**config.mk**
```make
export PLATFORM = sky130hd
export DESIGN_NAME = lbist_misr
export DESIGN_NICKNAME = d
export VERILOG_FILES = /design/src/rtl/lbist_pkg.sv /design/src/rtl/lbist_misr_core.sv /design/src/rtl/lbist_misr.sv
export SDC_FILE = /design/constraint.sdc
export NUM_CORES = 1
export LEC_CHECK = 0
export ABC_AREA = 1
export BUFFER_PORTS_ARGS = -buffer_cell sky130_fd_sc_hd__buf_2
export CAP_MARGIN = 20
export CORE_UTILIZATION = 54
export DETAILED_ROUTE_END_ITERATION = 8
export GPL_ROUTABILITY_DRIVEN = 0
export PLACE_DENSITY = 0.89
export SLEW_MARGIN = 30
export SYNTH_ARGS = -nofsm -noshare
export SYNTH_HDL_FRONTEND = slang
export SYNTH_SLANG_ARGS = --single-unit
export TNS_END_PERCENT = 5
```
**constraint.sdc**
```tcl
create_clock -name clk -period 4.05 [get_ports clk]
set_clock_uncertainty 0.1 [all_clocks]
set_input_delay 0.405 -clock clk [delete_from_list [all_inputs] [get_ports clk]]
set_output_delay 0.405 -clock clk [all_outputs]
set_load 0.01 [all_outputs]
```
**src/rtl/lbist_pkg.sv**
```systemverilog
// Shared definitions for the logic BIST blocks: FSM states, counter width
// and default feedback tap masks for the supported register widths.
package lbist_pkg;

    typedef enum logic [1:0] {
        IDLE = 2'd0,
        RUN  = 2'd1,
        DONE = 2'd2
    } lbist_state_e;

    localparam int CNT_W = 16;

    // Bit i set means s[i] feeds back.
    localparam logic [6:0]  TAPS_7  = 7'h44;
    localparam logic [18:0] TAPS_19 = 19'h40013;
    localparam logic [19:0] TAPS_20 = 20'h80004;

endpackage

```
**src/rtl/lbist_misr_core.sv**
```systemverilog
// Signature register with multiple-input compaction; the FSM around it
// decides when to load the seed and when to take a compaction step.
module lbist_misr_core
    import lbist_pkg::*;
#(
    parameter int              N    = 20,
    parameter logic [N-1:0]    TAPS = TAPS_20,
    parameter logic [N-1:0]    SEED = '0
) (
    input  logic         clk,
    input  logic         rst_n,
    input  logic         load,
    input  logic [N-1:0] seed,
    input  logic         step,
    input  logic [N-1:0] d,
    output logic [N-1:0] sig,
    output logic [N-1:0] sig_next
);

    logic fb;

    always_comb begin
        fb       = ^(sig & TAPS);
        sig_next = {sig[N-2:0], fb} ^ d;
    end

    always_ff @(posedge clk or negedge rst_n) begin
        if (!rst_n) begin
            sig <= SEED;
        end else if (load) begin
            sig <= seed;
        end else if (step) begin
            sig <= sig_next;
        end
    end

endmodule

```
**src/rtl/lbist_misr.sv**
```systemverilog
// Logic BIST MISR stage: compacts NPAT response words and checks the result
// against GOLDEN. Define LBIST_MISR_XMASK_EN to add the xmask input.
module lbist_misr
    import lbist_pkg::*;
#(
    parameter int              N      = 20,
    parameter logic [N-1:0]    TAPS   = TAPS_20,
    parameter logic [N-1:0]    SEED   = '0,
    parameter int unsigned     NPAT   = 1000,
    parameter logic [N-1:0]    GOLDEN = '0
) (
    input  logic         clk,
    input  logic         rst_n,
    input  logic         start,
    input  logic         en,
    input  logic [N-1:0] resp,
`ifdef LBIST_MISR_XMASK_EN
    input  logic [N-1:0] xmask,
`endif
    output logic [N-1:0] signature,
    output logic         busy,
    output logic         done,
    output logic         pass
);

    localparam logic [CNT_W-1:0] LAST = CNT_W'(NPAT - 1);

    lbist_state_e     state;
    logic [CNT_W-1:0] cnt;
    logic [N-1:0]     d;
    logic [N-1:0]     sig_next;
    logic             load;
    logic             step;

`ifdef LBIST_MISR_XMASK_EN
    assign d = resp & ~xmask;
`else
    assign d = resp;
`endif

    // start wins over en outside RUN, so a coincident en never compacts.
    assign load = (state != RUN) && start;
    assign step = (state == RUN) && en;

    lbist_misr_core #(
        .N    (N),
        .TAPS (TAPS),
        .SEED (SEED)
    ) u_core (
        .clk      (clk),
        .rst_n    (rst_n),
        .load     (load),
        .seed     (SEED),
        .step     (step),
        .d        (d),
        .sig      (signature),
        .sig_next (sig_next)
    );

    always_ff @(posedge clk or negedge rst_n) begin
        if (!rst_n) begin
            state <= IDLE;
            cnt   <= '0;
            busy  <= 1'b0;
            done  <= 1'b0;
            pass  <= 1'b0;
        end else begin
            case (state)
                IDLE: begin
                    if (start) begin
                        state <= RUN;
                        cnt   <= '0;
                        busy  <= 1'b1;
                    end
                end
                RUN: begin
                    if (en) begin
                        cnt <= cnt + 16'd1;
                        // Last word: the compare uses the value being written this edge.
                        if (cnt == LAST) begin
                            state <= DONE;
                            busy  <= 1'b0;
                            done  <= 1'b1;
                            pass  <= (sig_next == GOLDEN);
                        end
                    end
                end
                DONE: begin
                    if (start) begin
                        state <= RUN;
                        cnt   <= '0;
                        busy  <= 1'b1;
                        done  <= 1'b0;
                        pass  <= 1'b0;
                    end
                end
                default: begin
                    state <= IDLE;
                    busy  <= 1'b0;
                    done  <= 1'b0;
                    pass  <= 1'b0;
                end
            endcase
        end
    end

endmodule

```
# Yosys cells after proc, flatten, opt, wreduce, memory -nomap -nowiden
# Cells that the tools add are included.
[totals] reg_bits=41 output_inout_bits=23 mem_bits_ro=0 in_bits=24 wordCells=48 latchBits=0 ramBits=0 n_memories=0
[classes] n_addsub=1 reduce_logical=11 mul=0 n_div=0 n_mux=20 n_eq_ne=8 n_lt_le_gt_ge=0 bitwise=2 n_shift=0
[op_table] operator="2-to-1 mux 20 bit" count=2
[op_table] operator="2-to-1 mux 16 bit" count=2
[op_table] operator="case mux 16 bit (2 select lines)" count=1
[op_table] operator="logical NOT 20 bit" count=1
[op_table] operator="parity 20 bit" count=1
[op_table] operator="XOR 20 bit" count=1
[op_table] operator="adder 16 x 1 -> 16 bit (second input constant)" count=1
[op_table] operator="== test 16 x 10 -> 1 bit (second input constant)" count=1
[op_table] operator="2-to-1 mux 1 bit" count=8
[op_table] operator="2-to-1 mux 2 bit" count=3
[op_table] operator="inequality test 2 x 1 -> 1 bit (second input constant)" count=3
[op_table] operator="case mux 1 bit (3 select lines)" count=2
[op_table] operator="AND reduction 3 bit" count=2
[op_table] operator="inequality test 2 bit (second input constant)" count=2
[op_table] operator="case mux 2 bit (2 select lines)" count=1
[op_table] operator="AND reduction 4 bit" count=1
[op_table] operator="nonzero test 2 bit" count=2
[op_table] operator="== test 2 x 1 -> 1 bit (second input constant)" count=1
[op_table] operator="== test 2 bit (second input constant)" count=1
[op_table] operator="logical AND 1 bit" count=2
[op_table] operator="logical NOT 2 bit" count=1
[op_table] operator="case mux 1 bit (2 select lines)" count=1
[op_table] operator="OR reduction 2 bit" count=1
[op_table] operator="NOT 1 bit" count=1

# Longest topological paths before layout
[depth] ltp_word=6 mapped_depth=10 mapped_depth_nobuf=10

# Hierarchy
# A second synthesis with hierarchy kept.
[unflattened] cells_unflattened=296 hier_area_um2=2332.2
[modules_own_cells] mod="lbist_misr" area_each_um2=1253.7 cells_each=179 instances=1 seq_area_each_um2=525.5
[modules_own_cells] mod="lbist_misr_core" area_each_um2=1078.5 cells_each=117 instances=1 seq_area_each_um2=500.5

# Worst setup path after synthesis
# No wires, ideal clock.
[synth_path] path_type="reg-to-reg" startpoint="register cnt[1]" endpoint="register cnt[6]" period_less_slack_ps=1382 required_time_ps=3819 arrival_time_ps=1151 path_stages_with_launch=7 setup_slack_ps=2668 setup_ps=131 path_buffers=0 cell_sequence="dfrtp_1 > ha_1 > inv_1 > nor2_2 > nand2_4 > o21ai_0 > a2bb2oi_1"
[synth_between] elab_chain_len=3
[synth_rtl] item="start: declaration" line_no="lbist_misr.sv:29" source="logic [CNT_W-1:0] cnt;"
[synth_rtl] item="start signal: assignment" line_no="lbist_misr.sv:78" source="cnt <= cnt + 16'd1;"
[synth_rtl] item="adder 16 x 1 -> 16 bit" line_no="lbist_misr.sv:78"
[synth_rtl] item="2-to-1 mux 16 bit" line_no="lbist_misr.sv:77" source="if (en) begin"
[synth_rtl] item="case mux 16 bit (2 select lines)" line_no="lbist_misr.sv:68" source="case (state)"
# Every way passes these cells. The select of a mux whose other input is x is not followed.
# A chain may end at the register's enable or synchronous reset.

# Final worst setup path
[layout_path] startpoint="register state[0]" endpoint="register u_core.sig[8]"
[layout_between] elab_chain_len=3 word_cells_on_any_way=6 cone_classes="eq/ne: 2; mux: 1; reduce/logical: 3"
[layout_rtl] item="start: declaration" line_no="lbist_misr.sv:28" source="lbist_state_e state;"
[layout_rtl] item="start signal: assignment" line_no="lbist_misr.sv:62" source="state <= IDLE;"
[layout_rtl] item="start signal: assignment" line_no="lbist_misr.sv:71" source="state <= RUN;"
[layout_rtl] item="start signal: assignment" line_no="lbist_misr.sv:81" source="state <= DONE;"
[layout_rtl] item="inequality test 2 x 1 -> 1 bit / == test 2 x 1 -> 1 bit (equally long branches)" line_no="lbist_misr.sv:42, lbist_misr.sv:43"
[layout_rtl] item="logical AND 1 bit, on equally long branches" line_no="lbist_misr.sv:42, lbist_misr.sv:43"
[layout_rtl] item="2-to-1 mux 20 bit / nonzero test 2 bit (equally long branches)"
[layout_rtl] item="end signal: assignment" line_no="lbist_misr_core.sv:33" source="sig <= sig_next;"
[layout_rtl] item="end: declaration" line_no="lbist_misr_core.sv:16" source="output logic [N-1:0] sig,"
# Several ways; a longest one is shown, not always the timed one.

==> results_dict.tcl <==
set metrics [dict create \
    status "finished, violations left" \
    violations "negative hold slack" \
    core_mm2 0.00438 \
    stdcell_count 444 \
    hpwl_mm 3.98 \
    numClockSinks 41 \
    globalRouteOverflowTotal 0 \
    period_minus_slack_ns 1.81 \
    num_rows 24 \
    stdcell_area_mm2 0.00284 \
    start_kind "register" \
    numCtsBuffers 5 \
    ff2ff_setup_slack_ns 2.24 \
    worstSetupEndpointType "register" \
    ir_drop_mv 0.233 \
    finalSetupTns_ns 0 \
    hp-class "input port to async pin" \
    detail-route-antenna-nets 0 \
    clkSlewWorstSetupHoldPaths_ns 0.08 \
    grt_pass1_vias 2257 \
    regToRegEndpoint "u_core.sig[8]$_DFFE_PN0P_" \
    vias 2276 \
    grt_antenna_before_repair 0 \
    root_buffer "clkbuf_8" \
    fillers 378 \
    postCtsResizedCells 0 \
    io_buffers 46 \
    synth_area_mm2 0.00248 \
    n_antenna_cell 0 \
    hold_ws_ns -0.0200 \
    initial_utilization_pct 56.5 \
    h-tree-depth 2 \
    setup_viol 0 \
    ys_types 30 \
    io_pins 47 \
    wl_per_cell_um 12.0 \
    dieArea_mm2 0.00486 \
    avgViaCountPerCell 5.13 \
    slowest_delay_ns 0.56 \
    avgSynthCellArea_um2 7.20 \
    worstSetupStartpoint "state[0]$_DFFE_PN0P_" \
    syn-num-nets 369 \
    drv_slew 0 \
    yosys_warnings 0 \
    cts_tree "done" \
    grt_max_degree 42 \
    critPathArrivalTime_ns 1.88 \
    grt_pass1_wl_mm 9.42 \
    fin_nets 417 \
    ys_seq_area_share_pct 41.4 \
    r2r_cells 5 \
    crit_path_max_fanout 21 \
    crit_buf_inv 1 \
    place_inst 437 \
    cp-endpoint "u_core.sig[8]$_DFFE_PN0P_" \
    cts_setup_buffers 0 \
    drtIter0Drc 195 \
    hold_viol 41 \
    synthCells 344 \
    power_leakage_uw 0.00164 \
    holdBufCountCts 0 \
    critPathTopFamily "simple AND/OR/NAND/NOR gates" \
    cp_num_cells 5 \
    maxCapViolCount 0 \
    worstMarginPinSlew_ns 0.514 \
    relSlewSlack_pct 65.7 \
    drtPass1Iterations 5 \
    critPathSlowestCell "dfrtp_1" \
    r2r_start "state[0]$_DFFE_PN0P_" \
    dpl_cell_area_mm2 0.00273 \
    finalWirelength_mm 5.33 \
    path_cells "nand3_4 -> nand2_8 -> inv_8 -> nand2_4 -> o22ai_1" \
    drive_gt1_share_pct 19.9 \
    power.density_mw_per_mm2 488 \
    max_freq_mhz 552 \
    drc 0 \
    grt_usage_pct 24.0 \
    final.period_utilization_pct 44.8 \
    cp.required_ns 4.12 \
    path_class "register to register" \
    die_h_um 69.7 \
    syn2layout_area_growth_pct 14.6 \
    rsz0062_at_grt "no" \
    die_w_um 69.7 \
    clk_latency_ns 0.30 \
    ys_ff_latch 41 \
    clk_path_buf_depth 2 \
]
worst register-to-register path: stages, from the launching register on:
cell     delay [ns]
dfrtp_1        0.56
nand3_4        0.37
nand2_8        0.25
inv_8          0.07
nand2_4        0.22
o22ai_1        0.13
logic make-up (layout without fill, tap and decap cells):
logic type      Yosys count  after routing  synth area share [%]
flops                    41             41                  41.4
simple gates            191            191                  34.1
xor+xnor                  2              2                 0.707
compound gates           35             35                  10.8
buf+inv                  74            122                  12.5
fa+ha+maj                 1              1                 0.505
cell type report:
cell class | count | area [um2] | area share (%)
Clock inverter | 2 | 35.0 | 1.23
Clock buffer | 5 | 68.8 | 2.42
Inverter | 69 | 269 | 9.48
Multi-Input combinational cell | 229 | 1140 | 40.2
Tap cell | 52 | 65.1 | 2.29
Sequential cell | 41 | 1030 | 36.1
Timing Repair Buffer | 46 | 233 | 8.20
state kept, by name, summed over array words and instances, names as in the netlist:
| name | flops |
|---|---|
| u_core.sig | 20 |
| cnt | 16 |
| state | 2 |
| busy | 1 |
| done | 1 |
| pass | 1 |
power breakdown:
| part | internal [uW] | switching (uW) | leakage, uW |
|---|---|---|---|
| logic | 182 | 287 | 0.00106 |
| clock network | 179 | 144 | 0.0000540 |
| registers | 506 | 87.5 | 0.000522 |
| total | 867 | 518 | 0.00164 |
per-layer routing:
layer	vias to the layer above	global-route usage (%)	share of wire [%]
met5	-	0	0
met4	0	11.3	2.4
met3	18	4.80	5.4
met2	77	40.6	48
met1	1032	29.6	44
li1	1149	-	-
how the worst min path moves through the flow:
stage / to / cells after the start
floorplan: busy$_DFFE_PN0P_ / 0
global placement: done$_DFFE_PN0P_ / 2
detailed placement: done$_DFFE_PN0P_ / 2
CTS: u_core.sig[11]$_DFFE_PN0P_ / 1
global route: u_core.sig[12]$_DFFE_PN0P_ / 1
finish: u_core.sig[6]$_DFFE_PN0P_ / 1
layout by cell type, fill, tap and decap left out:
cell       count
dfrtp_1       41
a21oi_1        5
inv_2          1
nor2_4         2
bufinv_16      1
ha_1           1
buf_2         45
clkbuf_8       5
nand3_1       13
inv_1         66
nand2_8        1
nor2_2         1
xor2_1         1
a22o_1         1
inv_4          1
nand4_1        7
nand2_2        3
nor2_8         1
xnor2_1        1
nor2_1        33
o22ai_2       10
o22ai_1        7
nand2_1      125
inv_8          1
clkinv_2       1
o21ai_1        2
nor3_1         1
nand3_4        1
o21ai_0        9
nand2_4        3
a2bb2oi_1      1
buf_4          1
cells in the mapped netlist, drive strengths merged:
cell type,count,share of area [%]
o22ai,17,6.8
xor2,1,0.35
nor2,37,7.0
nand4,7,1.8
a22o,1,0.35
dfrtp,41,41
a2bb2oi,1,0.35
a21oi,5,1.0
xnor2,1,0.35
inv,69,11
buf,5,1.6
nand3,14,3.3
ha,1,0.50
o21ai,11,2.2
nor3,1,0.20
nand2,132,22
stage by stage:
stage / worst slack [ns] / total power (uW) / util (%)
final: 2.24 / 1390 / 64.8
after global routing: 2.08 / 1480 / 64.8
after CTS: 2.25 / 1390 / 64.7
after detailed placement: 2.25 / 1070 / 62.3
after global placement: 2.33 / 1040 / 62.3
after floorplan: 2.67 / 915 / -
Note: power is estimated with default switching activity, not from simulation.
